===== config.mk =====
export PLATFORM = sky130hd
export DESIGN_NAME = hi_enio_tx
export DESIGN_NICKNAME = d
export VERILOG_FILES = /design/src/rtl/hi_enio_tx.sv
export SDC_FILE = /design/constraint.sdc
export NUM_CORES = 1
export LEC_CHECK = 0
export ABC_AREA = 1
export BUFFER_PORTS_ARGS = -buffer_cell sky130_fd_sc_hd__buf_2
export CORE_UTILIZATION = 30
export CTS_CLUSTER_SIZE = 8
export DETAILED_ROUTE_END_ITERATION = 8
export MAX_ROUTING_LAYER = met4
export PLACE_DENSITY_LB_ADDON = 0.12
export SLEW_MARGIN = 20
export SYNTH_ARGS = -nofsm -noshare
export SYNTH_HDL_FRONTEND = slang
export SYNTH_SLANG_ARGS = --single-unit
export TNS_END_PERCENT = 20

===== constraint.sdc =====
create_clock -name ck_1356meg_i -period 3.85 [get_ports ck_1356meg_i]
set_input_delay 0.385 -clock ck_1356meg_i [delete_from_list [all_inputs] [get_ports ck_1356meg_i]]
set_output_delay 0.385 -clock ck_1356meg_i [all_outputs]
set_load 0.05 [all_outputs]

===== src/rtl/hi_enio_tx.sv =====
// rtl/hi_enio_tx.sv - ENIO SSP return path: SSP master receive into byte FIFO, replay on mod_out
module hi_enio_tx #(
    parameter int SSP_DIV    = 4,
    parameter int FIFO_DEPTH = 16,
    parameter bit IDLE_LEVEL = 1'b0
) (
    input  logic                          ck_1356meg_i,
    input  logic                          rst_i,
    input  logic                          enable_i,
    input  logic [7:0]                    divisor_i,
    output logic                          ssp_clk_o,
    output logic                          ssp_frame_o,
    input  logic                          ssp_dout_i,
    output logic                          mod_out_o,
    output logic [$clog2(FIFO_DEPTH):0]   fifo_count_o,
    output logic                          underrun_o
);
    localparam int AW  = $clog2(FIFO_DEPTH);
    localparam int CW  = AW + 1;
    localparam int DVW = (SSP_DIV > 2) ? $clog2(SSP_DIV) : 1;

    typedef enum logic {ST_IDLE, ST_SHIFT} state_t;

    logic           flush;
    logic [DVW-1:0] div_q;
    logic           sclk_q, frame_q, slot_valid_q, enable_q;
    logic [2:0]     rx_bit_q;
    logic [6:0]     rx_sr_q;
    logic           tick, rise, fall, full, push, pop;
    logic [7:0]     push_data, fifo_rd;
    logic [7:0]     mem [FIFO_DEPTH];
    logic [AW-1:0]  wr_ptr_q, rd_ptr_q;
    logic [CW-1:0]  count_q;

    state_t         state_q, state_d;
    logic [6:0]     tx_sr_q, tx_sr_d;
    logic [2:0]     bit_cnt_q, bit_cnt_d;
    logic [7:0]     bit_tmr_q, bit_tmr_d;
    logic           mod_q, mod_d, underrun_set, underrun_q;

    // Disabled behaves as reset for everything except the sticky underrun flag.
    assign flush     = rst_i | ~enable_i;
    assign tick      = (div_q == DVW'(SSP_DIV - 1));
    assign rise      = tick & ~sclk_q;
    assign fall      = tick & sclk_q;
    assign full      = (count_q == CW'(FIFO_DEPTH));
    assign push      = rise & (rx_bit_q == 3'd7) & slot_valid_q;
    assign push_data = {rx_sr_q, ssp_dout_i};
    assign fifo_rd   = mem[rd_ptr_q];

    always_ff @(posedge ck_1356meg_i) begin
        if (flush) begin
            div_q        <= '0;
            sclk_q       <= 1'b0;
            frame_q      <= 1'b0;
            slot_valid_q <= 1'b0;
            rx_bit_q     <= 3'd0;
            rx_sr_q      <= 7'd0;
        end else begin
            div_q <= tick ? '0 : div_q + DVW'(1);
            if (tick)
                sclk_q <= ~sclk_q;
            if (rise) begin
                rx_sr_q  <= {rx_sr_q[5:0], ssp_dout_i};
                rx_bit_q <= rx_bit_q + 3'd1;
            end
            // Slot is offered only if the whole byte is guaranteed to fit.
            if (fall) begin
                if (rx_bit_q == 3'd0) begin
                    frame_q      <= ~full;
                    slot_valid_q <= ~full;
                end else begin
                    frame_q <= 1'b0;
                end
            end
        end
    end

    always_ff @(posedge ck_1356meg_i) begin
        if (push)
            mem[wr_ptr_q] <= push_data;
    end

    always_ff @(posedge ck_1356meg_i) begin
        if (flush) begin
            wr_ptr_q <= '0;
            rd_ptr_q <= '0;
            count_q  <= '0;
        end else begin
            if (push)
                wr_ptr_q <= wr_ptr_q + AW'(1);
            if (pop)
                rd_ptr_q <= rd_ptr_q + AW'(1);
            case ({push, pop})
                2'b10:   count_q <= count_q + CW'(1);
                2'b01:   count_q <= count_q - CW'(1);
                default: count_q <= count_q;
            endcase
        end
    end

    always_comb begin
        state_d      = state_q;
        tx_sr_d      = tx_sr_q;
        bit_cnt_d    = bit_cnt_q;
        bit_tmr_d    = bit_tmr_q;
        mod_d        = mod_q;
        underrun_set = 1'b0;
        pop          = 1'b0;
        case (state_q)
            ST_IDLE: begin
                mod_d = IDLE_LEVEL;
                if (count_q != '0) begin
                    pop       = 1'b1;
                    tx_sr_d   = fifo_rd[6:0];
                    mod_d     = fifo_rd[7];
                    bit_cnt_d = 3'd0;
                    bit_tmr_d = divisor_i;
                    state_d   = ST_SHIFT;
                end
            end
            default: begin
                if (bit_tmr_q != 8'd0) begin
                    bit_tmr_d = bit_tmr_q - 8'd1;
                end else if (bit_cnt_q != 3'd7) begin
                    bit_cnt_d = bit_cnt_q + 3'd1;
                    mod_d     = tx_sr_q[6];
                    tx_sr_d   = {tx_sr_q[5:0], 1'b0};
                    bit_tmr_d = divisor_i;
                end else if (count_q != '0) begin
                    pop       = 1'b1;
                    tx_sr_d   = fifo_rd[6:0];
                    mod_d     = fifo_rd[7];
                    bit_cnt_d = 3'd0;
                    bit_tmr_d = divisor_i;
                end else begin
                    mod_d        = IDLE_LEVEL;
                    underrun_set = 1'b1;
                    state_d      = ST_IDLE;
                end
            end
        endcase
    end

    always_ff @(posedge ck_1356meg_i) begin
        if (flush) begin
            state_q   <= ST_IDLE;
            tx_sr_q   <= 7'd0;
            bit_cnt_q <= 3'd0;
            bit_tmr_q <= 8'd0;
            mod_q     <= IDLE_LEVEL;
        end else begin
            state_q   <= state_d;
            tx_sr_q   <= tx_sr_d;
            bit_cnt_q <= bit_cnt_d;
            bit_tmr_q <= bit_tmr_d;
            mod_q     <= mod_d;
        end
    end

    always_ff @(posedge ck_1356meg_i) begin
        enable_q <= rst_i ? 1'b0 : enable_i;
        if (rst_i || (enable_i && !enable_q))
            underrun_q <= 1'b0;
        else if (!flush && underrun_set)
            underrun_q <= 1'b1;
    end

    assign ssp_clk_o    = sclk_q;
    assign ssp_frame_o  = frame_q;
    assign mod_out_o    = mod_q;
    assign fifo_count_o = count_q;
    assign underrun_o   = underrun_q;
endmodule


=== Word-level counts from Yosys, hierarchy flattened ===
Memories as Yosys holds them, arrays and structs flattened. A register that Yosys moved wholly into a read port is not among the register bits.
Cells that the tools add are included.

* Register bits after elaboration: 50
* Memory bits (writable): 128
* Input port bits: 12
* Output and inout port bits: 9
* Logic and storage cells: 84
* Memories: 1

{| class="wikitable"
|+ Memory list
! name !! words !! width !! rd ports !! clocked after memory_dff !! wr ports !! line !! text
|-
| mem || 16 || 8 || 1 || 1 || 1 || 31 || <nowiki>logic [7:0] mem [FIFO_DEPTH];</nowiki>
|}

* $add $sub $neg: 8
* Equal/unequal tests: 7
* Multiplexer cells: 33
* Bitwise logic cells: 8
* Reductions and logical operators: 11

{| class="wikitable"
|+ Operator list
! operator !! number
|-
| $mux 8 || 4
|-
| $mux 7 || 4
|-
| $mux 1 || 18
|-
| $mux 3 || 4
|-
| $pmux 5 s2 || 1
|-
| $add 4x1->4 const B || 2
|-
| $mux 4 || 2
|-
| $reduce_bool 8->1 || 1
|-
| $sub 8x1->8 const B || 1
|-
| $add 3x1->3 const B || 2
|-
| $add 5x1->5 const B || 1
|-
| $eq 5x5->1 const B || 1
|-
| $reduce_bool 5->1 || 1
|-
| $sub 5x1->5 const B || 1
|-
| $and 1x1->1 || 4
|-
| $eq 2x2->1 const B || 2
|-
| $eq 3x3->1 const B || 1
|-
| $logic_not 3->1 || 1
|-
| $ne 3x3->1 const B || 1
|-
| $not 1->1 || 3
|-
| $add 2x1->2 const B || 1
|-
| $eq 2x1->1 const B || 1
|-
| $logic_and 1x1->1 || 2
|-
| $logic_not 1->1 || 2
|-
| other kinds (6) || 6
|}

=== Longest topological paths before layout ===
Gate-level depths: netlist (run 1).

* Depth after elaboration: 7
* Mapped depth: 15
* Gate-level depth less buffers: 15

=== Least setup slack after synthesis (run 1) ===
OpenSTA, ideal clock, no wires.

* Kind: reg-to-reg
* From: reg bit_cnt_q[0]
* To: reg count_q[4], in the netlist fifo_count_o[4]
* Setup time: 0.132 ns
* Arrival: 2.311 ns
* Data required time: 3.718 ns
* Slack: 1.406 ns
* Cell stages (with the launch flop): 16
* Buffers on the path: 0
* Period minus slack after synthesis: 2.444 ns
* Path through: dfxtp_1 > ha_1 > ha_1 > nor2_2 > inv_2 > nand2_2 > nor2_8 > ha_1 > xor2_1 > ha_1 > a21o_1 > nand3_1 > nand2_1 > xor2_1 > nand2_1 > a21oi_1

* Longest elaborated chain between the ends: 6
* Elaborated cells between the ends (all ways): 8
* Those cells by class: 3 x eq/ne; 4 x mux; 1 x reduce/logical

{| class="wikitable"
|+ RTL lines
! item !! line !! text
|-
| from (decl) || 37 || <nowiki>logic [2:0] bit_cnt_q, bit_cnt_d;</nowiki>
|-
| from (signal assigned) || 155 || <nowiki>bit_cnt_q <= bit_cnt_d;</nowiki>
|-
| $ne 3x3->1 * || 125 || <nowiki>end else if (bit_cnt_q != 3'd7) begin</nowiki>
|-
| $mux 1 * || 125 ||
|-
| $mux 1 * || 123 || <nowiki>if (bit_tmr_q != 8'd0) begin</nowiki>
|-
| $mux 1 * || 110 || <nowiki>case (state_q)</nowiki>
|-
| $eq 2x1->1 or $eq 2x2->1 (tied branches) || 94 || <nowiki>case ({push, pop})</nowiki>
|-
| $pmux 5 s2 or $reduce_bool 2->1 (tied branches) || n/a ||
|-
| to (signal assigned) || 95 || <nowiki>2'b10: count_q <= count_q + CW'(1);</nowiki>
|-
| to (signal assigned) || 96 || <nowiki>2'b01: count_q <= count_q - CW'(1);</nowiki>
|-
| to (signal assigned) || 97 || <nowiki>default: count_q <= count_q;</nowiki>
|-
| to (decl) || 33 || <nowiki>logic [CW-1:0] count_q;</nowiki>
|}

Mark *: on every way between the ends. The rest lies on a longest branch, timed or not.
A chain may end at the register's enable or synchronous reset.

=== Final worst setup path (run 1) ===
* From: reg bit_tmr_q[0]
* To: reg count_q[4], in the netlist fifo_count_o[4]

* Longest elaborated chain between the ends: 5
* Elaborated cells between the ends (all ways): 7
* Those cells by class: 2 x eq/ne; 3 x mux; 2 x reduce/logical

{| class="wikitable"
|+ RTL lines
! item !! line !! text
|-
| from (decl) || 38 || <nowiki>logic [7:0] bit_tmr_q, bit_tmr_d;</nowiki>
|-
| from (signal assigned) || 156 || <nowiki>bit_tmr_q <= bit_tmr_d;</nowiki>
|-
| $reduce_bool 8->1 * || 123 ||
|-
| $mux 1 * || 123 ||
|-
| $mux 1 * || 110 ||
|-
| $eq 2x1->1 or $eq 2x2->1 (tied branches) || 94 ||
|-
| $pmux 5 s2 or $reduce_bool 2->1 (tied branches) || n/a ||
|}

Marks and branches as above.

==> results of run 1 <==
## final cells by class
type	count	area, um^2	share of cell area (%)
clock buffers	17	425	4.75
clock inverters	15	158	1.76
inverters	87	333	3.72
multi-input cells	517	2560	28.6
flip-flops and latches	182	4930	55.0
well taps	335	419	4.68
repair buffers	24	130	1.45
## worst paths after layout
path	startpoint	endpoint	slack (ns)	cells after the start
max	bit_tmr_q[0]$_SDFF_PN0_	fifo_count_o[4]$_SDFFE_PN0P_	1.20	15
min	divisor_i[6]	bit_tmr_q[6]$_SDFF_PN0_	0.22	3
max reg2reg	bit_tmr_q[0]$_SDFF_PN0_	fifo_count_o[4]$_SDFFE_PN0P_	1.20	15
min reg2reg	div_q[0]$_SDFF_PP0_	div_q[0]$_SDFF_PP0_	0.42	1
## cell usage after synthesis, types with 2 or more instances
master / number / area share [%]
a21oi_1: 29 / 1.8
a21oi_2: 2 / 0.22
a31oi_1: 3 / 0.23
buf_2: 15 / 0.94
buf_4: 3 / 0.28
buf_6: 3 / 0.42
clkbuf_1: 12 / 0.56
dfxtp_1: 54 / 14
edfxtp_1: 128 / 48
ha_1: 17 / 2.7
inv_1: 78 / 3.7
inv_2: 8 / 0.38
nand2_1: 182 / 8.5
nand2_2: 2 / 0.16
nand3_1: 75 / 4.7
nand4_1: 2 / 0.16
nor2_1: 91 / 4.3
nor2_2: 7 / 0.55
nor2_4: 3 / 0.42
nor2_8: 2 / 0.50
nor3_1: 6 / 0.38
o211ai_1: 7 / 0.66
o211ai_2: 2 / 0.31
o21ai_0: 38 / 2.4
o21ai_1: 24 / 1.5
o22ai_1: 3 / 0.23
or2_1: 2 / 0.16
xnor2_1: 2 / 0.22
xor2_1: 8 / 0.88
## flip-flops by register name, summed over array words and instances (netlist names), named ones only
signal / cells
ssp_frame_o: 1
state_q: 1
rd_ptr_q: 4
underrun_o: 1
slot_valid_q: 1
ssp_clk_o: 1
bit_tmr_q: 8
wr_ptr_q: 4
rx_bit_q: 3
enable_q: 1
rx_sr_q: 7
tx_sr_q: 7
div_q: 2
fifo_count_o: 5
mem: 128
mod_out_o: 1
bit_cnt_q: 3
## kinds of logic (layout without fill, tap and decap cells)
group,Yosys count,count (layout),synth area share (%)
DFF,182,182,61.6
xor gates and xnor gates,10,10,1.10
buffers and inverters,120,143,6.35
AOI/OAI and AO/OA,113,113,7.90
and+or+nand+nor,377,377,20.4
adders and majority gates,17,17,2.66
## power by group through the flow
stage	Clock (W)	Sequential, W	Combinational, W
2_1_floorplan	0	0.00237	0.00206
3_3_place_gp	0	0.00233	0.00270
3_5_place_dp	0	0.00232	0.00268
4_1_cts	0.00180	0.00228	0.00269
5_1_grt	0.00186	0.00230	0.00300
6_report	0.00176	0.00228	0.00262
## metrics by stage
| step | std cells | hold WS [ns] | worst slack [ns] | util [%] |
|---|---|---|---|---|
| finish | 1177 | 0.219 | 1.20 | 34.3 |
| global route | 1177 | 0.216 | 0.893 | 34.3 |
| CTS | 1177 | 0.204 | 1.17 | 34.3 |
| detailed placement | 1145 | 0.416 | 1.18 | 32.0 |
| global placement | 1145 | 0.412 | 1.22 | 32.0 |
| floorplan | 819 | 0.404 | 1.41 | - |
## layer usage
layer / vias to the layer above / wire [um] / track usage [%]
met5: - / 0 / -
met4: 0 / 285 / 4.71
met3: 21 / 391 / 2.77
met2: 43 / 8980 / 24.2
met1: 2522 / 9250 / 19.5
li1: 2752 / - / -
## worst max-delay path, cell delays in order (launching register included)
cell and delay, ns:
dfxtp_1 0.31, inv_1 0.13, ha_1 0.20, nand3_1 0.13, nor2_4 0.24, nor2_8 0.10, nor2_8 0.17, ha_1 0.31
xor2_1 0.21, ha_1 0.17, a21o_1 0.11, nand3_1 0.08, nand2_1 0.09, xor2_1 0.14, nand2_1 0.07, a21oi_1 0.11
## cells in the final DEF, fill, tap and decap left out, drive strengths merged, types with 2 or more instances in the layout
cell type	instances
nand2	185
o22ai	4
dfxtp	54
xnor2	2
clkinv	2
nor3	6
o21ai	62
nand3	76
o211ai	9
or2	2
nor2	103
clkinvlp	4
ha	17
clkbuf	17
edfxtp	128
nand4	2
a21oi	31
a31oi	3
xor2	8
inv	95
buf	24
==> impl_results.md, run 1 <==
* Worst Clk Skew at 0.0153 ns
* Post-CTS setup repair buffer count at 0
* Clk pwr share at 26.4%
* P per Cell Area at 744 mW/mm^2
* Drt via density at 4.54
* WS Path Type: flop to flop
* Max Freq at ~0.38 GHz
* Antenna viol nets, final at 0
* Row count at 59
* Post-DP HPWL at 11800 um
* Area after DPL at 0.00837 mm^2
* Peak supply drop at around 0.00040 V
* EDFF count, synth at 128
* Largest net degree at the start of global routing at 73
* Status: completed
* Die Wd at 165 um
* Final Hold Vio Count at 0
* Mapped Cells at ~820
* Clock net sink count at ~180
* Setup TNS at 0 ns
* Worst skew pair latency at 0.44 ns
* Post-synth cell types at 40
* FILL cells at 2712
* Full die area at 0.0273 mm^2
* GPL Wtd Cong at roughly 0.8
* Drt drc at 0
* Crit start category: flop
* Area growth from synthesis to layout at 12.0%
* Fin crit share at 68.9%
* Total number of H-tree levels at 4
* Worst-margin pin slew at 0.880 ns
* Root Buffer: clkbuf_16
* FF+latch count, synth at about 180
* Largest fanout on the critical path at 11
* Port bufs at 20
* Design Area, Final at 0.00895 mm^2
* Maxcap violations at 0
* Initial DRC count at about 260
* Final #Nets at around 860
* Synthesized area at 0.00800 mm^2
* Overall routing resource usage at 15.1%
* Routed WL at 18900 um
* Cell Int Power at 0.00391 W
* Ratio of cells with drive above 1 in the final layout at 10.6%
* Power consumption at approximately 0.0067 W
* Slew Limit Headroom at 41.3%
* Routed len/inst at 16.1 um
* Critical Path Sink Type: flop
* CP Data Required Time at 4.21 ns
* Synth warnings at 0
* Post-synthesis sequential area ratio at 61.6%
* Remaining Overflow, GRT at 0
* CTS tree: built
* Drt pass-1 iters at 4
* CP arrival at 3.02 ns
* RSZ-0062 raised after global routing: no
* Post-CTS Hold Fix Bufs at 0
* Sequential power share at 34.2%
* Initial antenna violation count at 0
* Number of diodes at 0
* # setup viols final at 0
* Post_cts resized at 0
* Final critical-path required period at 2.65 ns
* # IOs at 21
* CTS clk-pin slew, worst paths at 0.08 ns
* Mean post-synth cell area at between 9 and 10 um^2
* Initial core utilization at 30.6%
* Sw Share at 41.4%
* Final Max Tran Viols at 0
* Post-synth ARST share at 0%
* Die Y at 165 um
* First-pass GRT wire length at 29500 um
* Vias at 5338
* Top_reg_cell synth: edfxtp_1
* Clk buf depth at 2
* Vias in the first global route at just over 5k
* HP Class: input pin to flop
* Leak at between 3 and 4 nW
* CTS Buf Count at 17
* Mapped Nets at 848
* Psw at about 0.0028 W
* Comb power frac at just under 40%
* Core ar. at 0.0261 mm^2
No activity file was read; power rests on OpenSTA's default activity.
==> inputs of run 2 (changes only) <==
==> constraint.sdc (replaced) <==
create_clock -name ck_1356meg_i -period 2.38 [get_ports ck_1356meg_i]
set_input_delay 0.238 -clock ck_1356meg_i [delete_from_list [all_inputs] [get_ports ck_1356meg_i]]
set_output_delay 0.238 -clock ck_1356meg_i [all_outputs]
set_load 0.05 [all_outputs]
==> impl_results.md, run 2 (synthesis results as in run 1) <==
* Status: completed
* Max reg flops at 128
* # IOs at 21
* Vias at 5568
* CP arrival at 2.60 ns
* Full die area at 0.0273 mm^2
* R2R Path Start: bit_cnt_q[0]$_SDFFE_PN0P_
* P per Cell Area at 1210 mW/mm^2
* Vias in the first global route at 5345
* Leak at 3.54 nW
* CTS Buf Count at 17
* Slew Limit Headroom at 44.5%
* Clock net sink count at 182
* Initial antenna violation count at 0
* Root Buffer: clkbuf_16
* Initial DRC count at 397
* Post-CTS Hold Fix Bufs at 0
* Most common cell after layout, fill and taps aside: nand2_1
* Largest fanout on the critical path at 4
* Final #Nets at 892
* Drt pass-1 iters at 5
* Die Wd at 165 um
* Fin crit share at 94.0%
* Largest net degree at the start of global routing at 73
* Row count at 59
* # setup viols final at 0
* Die Y at 165 um
* Antenna viol nets, final at 0
* Overall routing resource usage at 16.0%
* R2R cell count at 15
* Worst reg-to-reg setup slack at about 0.14 ns
* GPL Wtd Cong at 0.793
* Core ar. at 0.0261 mm^2
* Clk buf depth at 2
* DP Cell Count at 1177
* Critical Path End: fifo_count_o[4]$_SDFFE_PN0P_
* Area after DPL at just under 0.009 mm^2
* Initial core utilization at 30.6%
* Drt via density at 4.60
* Drt drc at 0
* CP Data Required Time at roughly 2.8 ns
* Final core utilization at between 30 and 40%
* Maxcap violations at 0
* Most frequent cells in the layout: 182 x nand2_1, 128 x edfxtp_1, 91 x nor2_1, 78 x inv_1, 75 x nand3_1
* Routed WL at between 15000 and 20000 um
* Top reg by flops: mem
* Max Freq at 0.447 GHz
* Worst skew pair latency at roughly 0.44 ns
* Port bufs at 20
* HP Class: input pin to flop
* Post-DP HPWL at approximately 12000 um
* First-pass GRT wire length at just over 30000 um
* Ratio of cells with drive above 1 in the final layout at 14.8%
* Area growth from synthesis to layout at 15.9%
* Critical Path Sink Type: flop
* Crit start category: flop
* Routed len/inst at 16.3 um
* Worst setup slack after placement at 0.0604 ns
* WS Path Type: flop to flop
* CTS clk-pin slew, worst paths at 0.07 ns
* PnR worst setup slack at 0.143 ns
* Worst Clk Skew at roughly 0.014 ns
* Peak supply drop at 0.000512 V
* Remaining Overflow, GRT at 0
* Final critical-path required period at approximately 2.2 ns
* Total number of H-tree levels at 4
* Worst-margin pin slew at ~0.83 ns
* Critical path origin: bit_cnt_q[0]$_SDFFE_PN0P_
* Number of diodes at 0
* Reg2reg end: fifo_count_o[4]$_SDFFE_PN0P_
* CTS tree: built
* Design Area, Final at 0.00927 mm^2
* Final Hold Vio Count at 0
* Biggest regs: mem x128, bit_tmr_q x8
* Final Max Tran Viols at 0
* Finished Layout Cells at 1211
[run 2: changes by cell type in the layout (fill, tap and decap cells not counted), moves of 2 or more]
cell,change
inv_8,-2
buf_4,+32
ha_1,-3
buf_12,+2
ha_4,+2
dfxtp_1,-5
dfxtp_2,+5
[run 2: metrics by stage]
stage	power (W)	hold WS, ns	setup TNS (ns)
2_1_floorplan	0.00717	0.337	0
3_3_place_gp	0.00846	0.413	0
3_5_place_dp	0.00842	0.422	0
4_1_cts	0.0112	0.0545	0
5_1_grt	0.0121	0.0640	-0.00497
6_report	0.0112	0.0684	0
[run 2: how the worst min path moves through the flow]
stage | from | to | slack [ns] | depth (start not counted)
floorplan | ssp_dout_i | mem[0][0]$_DFFE_PP_ | 0.34 | 0
global placement | div_q[0]$_SDFF_PP0_ | div_q[0]$_SDFF_PP0_ | 0.41 | 1
detailed placement | div_q[0]$_SDFF_PP0_ | div_q[0]$_SDFF_PP0_ | 0.42 | 1
CTS | rst_i | underrun_o$_SDFFE_PP0P_ | 0.05 | 3
global route | divisor_i[6] | bit_tmr_q[6]$_SDFF_PN0_ | 0.06 | 3
finish | rst_i | underrun_o$_SDFFE_PP0P_ | 0.07 | 3
[run 2: timing repair]
item                       in CTS  in global routing
hold endpoints to repair        0                  0
setup buffers                   0                  2
setup endpoints to repair       0                  2
resized for setup               0                  8
[run 2: report_power, final]
part	switching (W)	internal (W)	leakage (nW)
combinational	0.00315	0.00159	1.90
clock	0.00132	0.00147	0.266
sequential	0.000153	0.00354	1.38
total	0.00462	0.00661	3.54
[run 2: layout make-up]
class / instances / area (um^2)
Clock inverter: 14 / 139
Sequential cell: 182 / 4930
Tap cell: 335 / 419
Clock buffer: 18 / 429
Timing Repair Buffer: 58 / 410
Inverter: 87 / 332
Fill cell: 2676 / 16900
Multi-Input combinational cell: 517 / 2610
[run 2: critical path: stages, from the launching register on]
cell and delay [ns]:
dfxtp_2 0.33, ha_1 0.19, ha_2 0.20, nor2_4 0.12, inv_2 0.06, nand2_4 0.09, nor2_8 0.05, ha_4 0.17
xor2_2 0.15, ha_1 0.17, a21o_1 0.17, nand3_1 0.08, nand2_1 0.06, xor2_1 0.13, nand2_1 0.07, a21oi_1 0.12
[run 2: routing by layer]
metal | GRT usage (%) | part of all wire, %
met1 | 21.3 | 49
met2 | 24.3 | 47
met3 | 2.67 | 2.4
met4 | 5.71 | 1.5
met5 | - | 0
==> inputs of run 3 (changes only) <==
--- a/config.mk
+++ b/config.mk
@@ -7,7 +7,9 @@
 export LEC_CHECK = 0
 export ABC_AREA = 1
 export BUFFER_PORTS_ARGS = -buffer_cell sky130_fd_sc_hd__buf_2
-export CORE_UTILIZATION = 30
+export CELL_PAD_IN_SITES_DETAIL_PLACEMENT = 0
+export CELL_PAD_IN_SITES_GLOBAL_PLACEMENT = 2
+export CORE_UTILIZATION = 37
 export CTS_CLUSTER_SIZE = 8
 export DETAILED_ROUTE_END_ITERATION = 8
 export MAX_ROUTING_LAYER = met4
==> impl_results.md, run 3 (synthesis results as in run 1) <==
* Sw Share at 40.2%
* Largest net degree at the start of global routing at 73
* Design Area, Final at about 0.0093 mm^2
* Final #Nets at 899
* Clock net sink count at roughly 180
* Routed WL at approximately 19000 um
* Final critical-path required period at 2.23 ns
* Top reg by flops: mem
* Remaining Overflow, GRT at 0
* Die Y at 149 um
* Most frequent cells in the layout: 182 x nand2_1, 128 x edfxtp_1, 91 x nor2_1, 76 x inv_1, 74 x nand3_1
* Top Layer Used: met4
* Worst reg-to-reg setup slack at 0.15 ns
* Number of diodes at 0
* Clk buf depth at 2
* Area growth from synthesis to layout at 16.3%
* Sequential power share at approximately 33%
* GPL Wtd Cong at between 0.8 and 0.9
* Critical Path End: fifo_count_o[4]$_SDFFE_PN0P_
* Ratio of cells with drive above 1 in the final layout at 16.6%
* Clk pwr share at ~25%
* Status: completed
* Worst skew pair latency at 0.43 ns
* Most common cell after layout, fill and taps aside: nand2_1
* Final Max Tran Viols at 0
* Cell Chain, Critical Path: inv_2, ha_4, nand3_4, nor2_4, nor2_8, nor2_8, ha_4, xor2_2, ha_2, a21o_1, nand3_1, nand2_1, xor2_1, nand2_1, a21oi_1
* Biggest regs: mem x128, bit_tmr_q x8
* # setup viols final at 0
* CTS tree: built
* WL met3 at around 650 um
* First-pass GRT wire length at 30300 um
* R2R cell count at 15
* Vias in the first global route at 5411
* Drt pass-1 iters at 4
* Drt via density at approximately 4.8
* P per Cell Area at 1220 mW/mm^2
* Fin crit share at a little over nine tenths
* R2R Path Start: bit_tmr_q[1]$_SDFF_PN0_
* Crit start category: flop
* Row count at 53
* Full die area at between 0.02 and 0.025 mm^2
* Slew Limit Headroom at approximately 44%
* Reg2reg end: fifo_count_o[4]$_SDFFE_PN0P_
* Routed len/inst at 16.7 um
* HP Class: input pin to flop
* Initial antenna violation count at 0
* Die Wd at 149 um
* Psw at ~0.0046 W
* Largest fanout on the critical path at 4
* Post-DP HPWL at 12400 um
* Initial DRC count at ~340
* Post-CTS Hold Fix Bufs at 0
* Met2 Wirelength at 9070 um
* Max Freq at 0.448 GHz
* RSZ-0062 raised after global routing: yes
* Final core utilization at around 44%
* Final Hold Vio Count at 0
* Antenna viol nets, final at 0
* Maxcap violations at 0
* Peak supply drop at 0.000656 V
* Worst Clk Skew at 0.00996 ns
* Worst-margin pin slew at between 0.8 and 0.9 ns
* Initial core utilization at 37.9%
* Max reg flops at ~130
* Root Buffer: clkbuf_16
* WS Path Type: flop to flop
* CP Data Required Time at approximately 2.7 ns
* Total number of H-tree levels at 4
* Critical Path Sink Type: flop
* Critical path origin: bit_tmr_q[1]$_SDFF_PN0_
* Core ar. at 0.0211 mm^2
* FILL cells at 2077
* Area after DPL at approximately 0.0086 mm^2
* # IOs at 21
* Overall routing resource usage at 19.0%
* DRT met1 WL at between 9000 and 10000 um
* Crit-path slowest cell: dfxtp_2
* Comb power frac at approximately 43%
* Vias at between 5k and 6k
* CP arrival at 2.58 ns
* Drt drc at 0
* CTS Buf Count at 17
* CTS clk-pin slew, worst paths at 0.07 ns
* Leak at 3.60 nW
* Max incr delay on CP at 0.34 ns
* Port bufs at 20
* Cell Int Power at around 0.0068 W
-- run 3: power groups by stage --
| stage | Combinational [W] | Clock (W) | Sequential [W] |
|---|---|---|---|
| 2_1_floorplan | 0.00333 | 0 | 0.00383 |
| 3_3_place_gp | 0.00461 | 0 | 0.00376 |
| 3_5_place_dp | 0.00464 | 0 | 0.00377 |
| 4_1_cts | 0.00471 | 0.00286 | 0.00371 |
| 5_1_grt | 0.00539 | 0.00298 | 0.00373 |
| 6_report | 0.00483 | 0.00281 | 0.00371 |
-- run 3: critical path, delay by kind of cell, from the launching register on --
family                   cells  cell delay, ns
flip-flops                   1            0.34
AO/OA/AOI/OAI                2            0.24
XOR/XNOR                     2            0.31
adder cells (fa/ha/maj)      3            0.51
AND/OR/NAND/NOR              7            0.67
buffers and inverters        1            0.08
-- run 3: repair_timing --
action | 4_1_cts | 5_1_grt
resized for setup | 1 | 21
pin swaps | 0 | 10
endpoints found under the setup margin | 1 | 2
endpoints found under the hold margin | 0 | 0
setup buffers | 0 | 8
-- run 3: worst min-delay path by stage --
stage / startpoint / to / slack [ns] / cells past startpoint
after floorplan: ssp_dout_i / mem[0][0]$_DFFE_PP_ / 0.34 / 0
after global placement: div_q[0]$_SDFF_PP0_ / div_q[0]$_SDFF_PP0_ / 0.41 / 1
after detailed placement: div_q[0]$_SDFF_PP0_ / div_q[0]$_SDFF_PP0_ / 0.42 / 1
after CTS: divisor_i[6] / bit_tmr_q[6]$_SDFF_PN0_ / 0.06 / 3
after global routing: divisor_i[6] / bit_tmr_q[6]$_SDFF_PN0_ / 0.09 / 3
final: divisor_i[6] / bit_tmr_q[6]$_SDFF_PN0_ / 0.07 / 3
-- run 3: cell type report --
class / instances / area [um^2] / area share (%)
repair buffers: 65 / 463 / 4.98
clock inverters: 14 / 149 / 1.60
flip-flops and latches: 182 / 4940 / 53.1
well taps: 275 / 344 / 3.70
clock buffers: 18 / 429 / 4.62
inverters: 87 / 334 / 3.59
multi-input cells: 517 / 2640 / 28.4
-- run 3: stage by stage --
step | hold WS, ns | cells | setup TNS (ns) | total power [W] | worst slack, ns
after floorplan | 0.337 | 819 | 0 | 0.00717 | 0.0264
after global placement | 0.411 | 1118 | 0 | 0.00838 | 0.0707
after detailed placement | 0.416 | 1118 | 0 | 0.00842 | 0.00401
after CTS | 0.0579 | 1150 | 0 | 0.0113 | 0.0309
after global routing | 0.0852 | 1158 | -0.0334 | 0.0121 | -0.0334
final | 0.0711 | 1158 | 0 | 0.0113 | 0.148
-- run 3: layer usage --
| metal | global-route usage [%] | vias up |
|---|---|---|
| met2 | 29.3 | 91 |
| met4 | 6.33 | 0 |
| met1 | 25.5 | 2644 |
| li1 | - | 2832 |
| met3 | 3.24 | 21 |
| met5 | - | - |
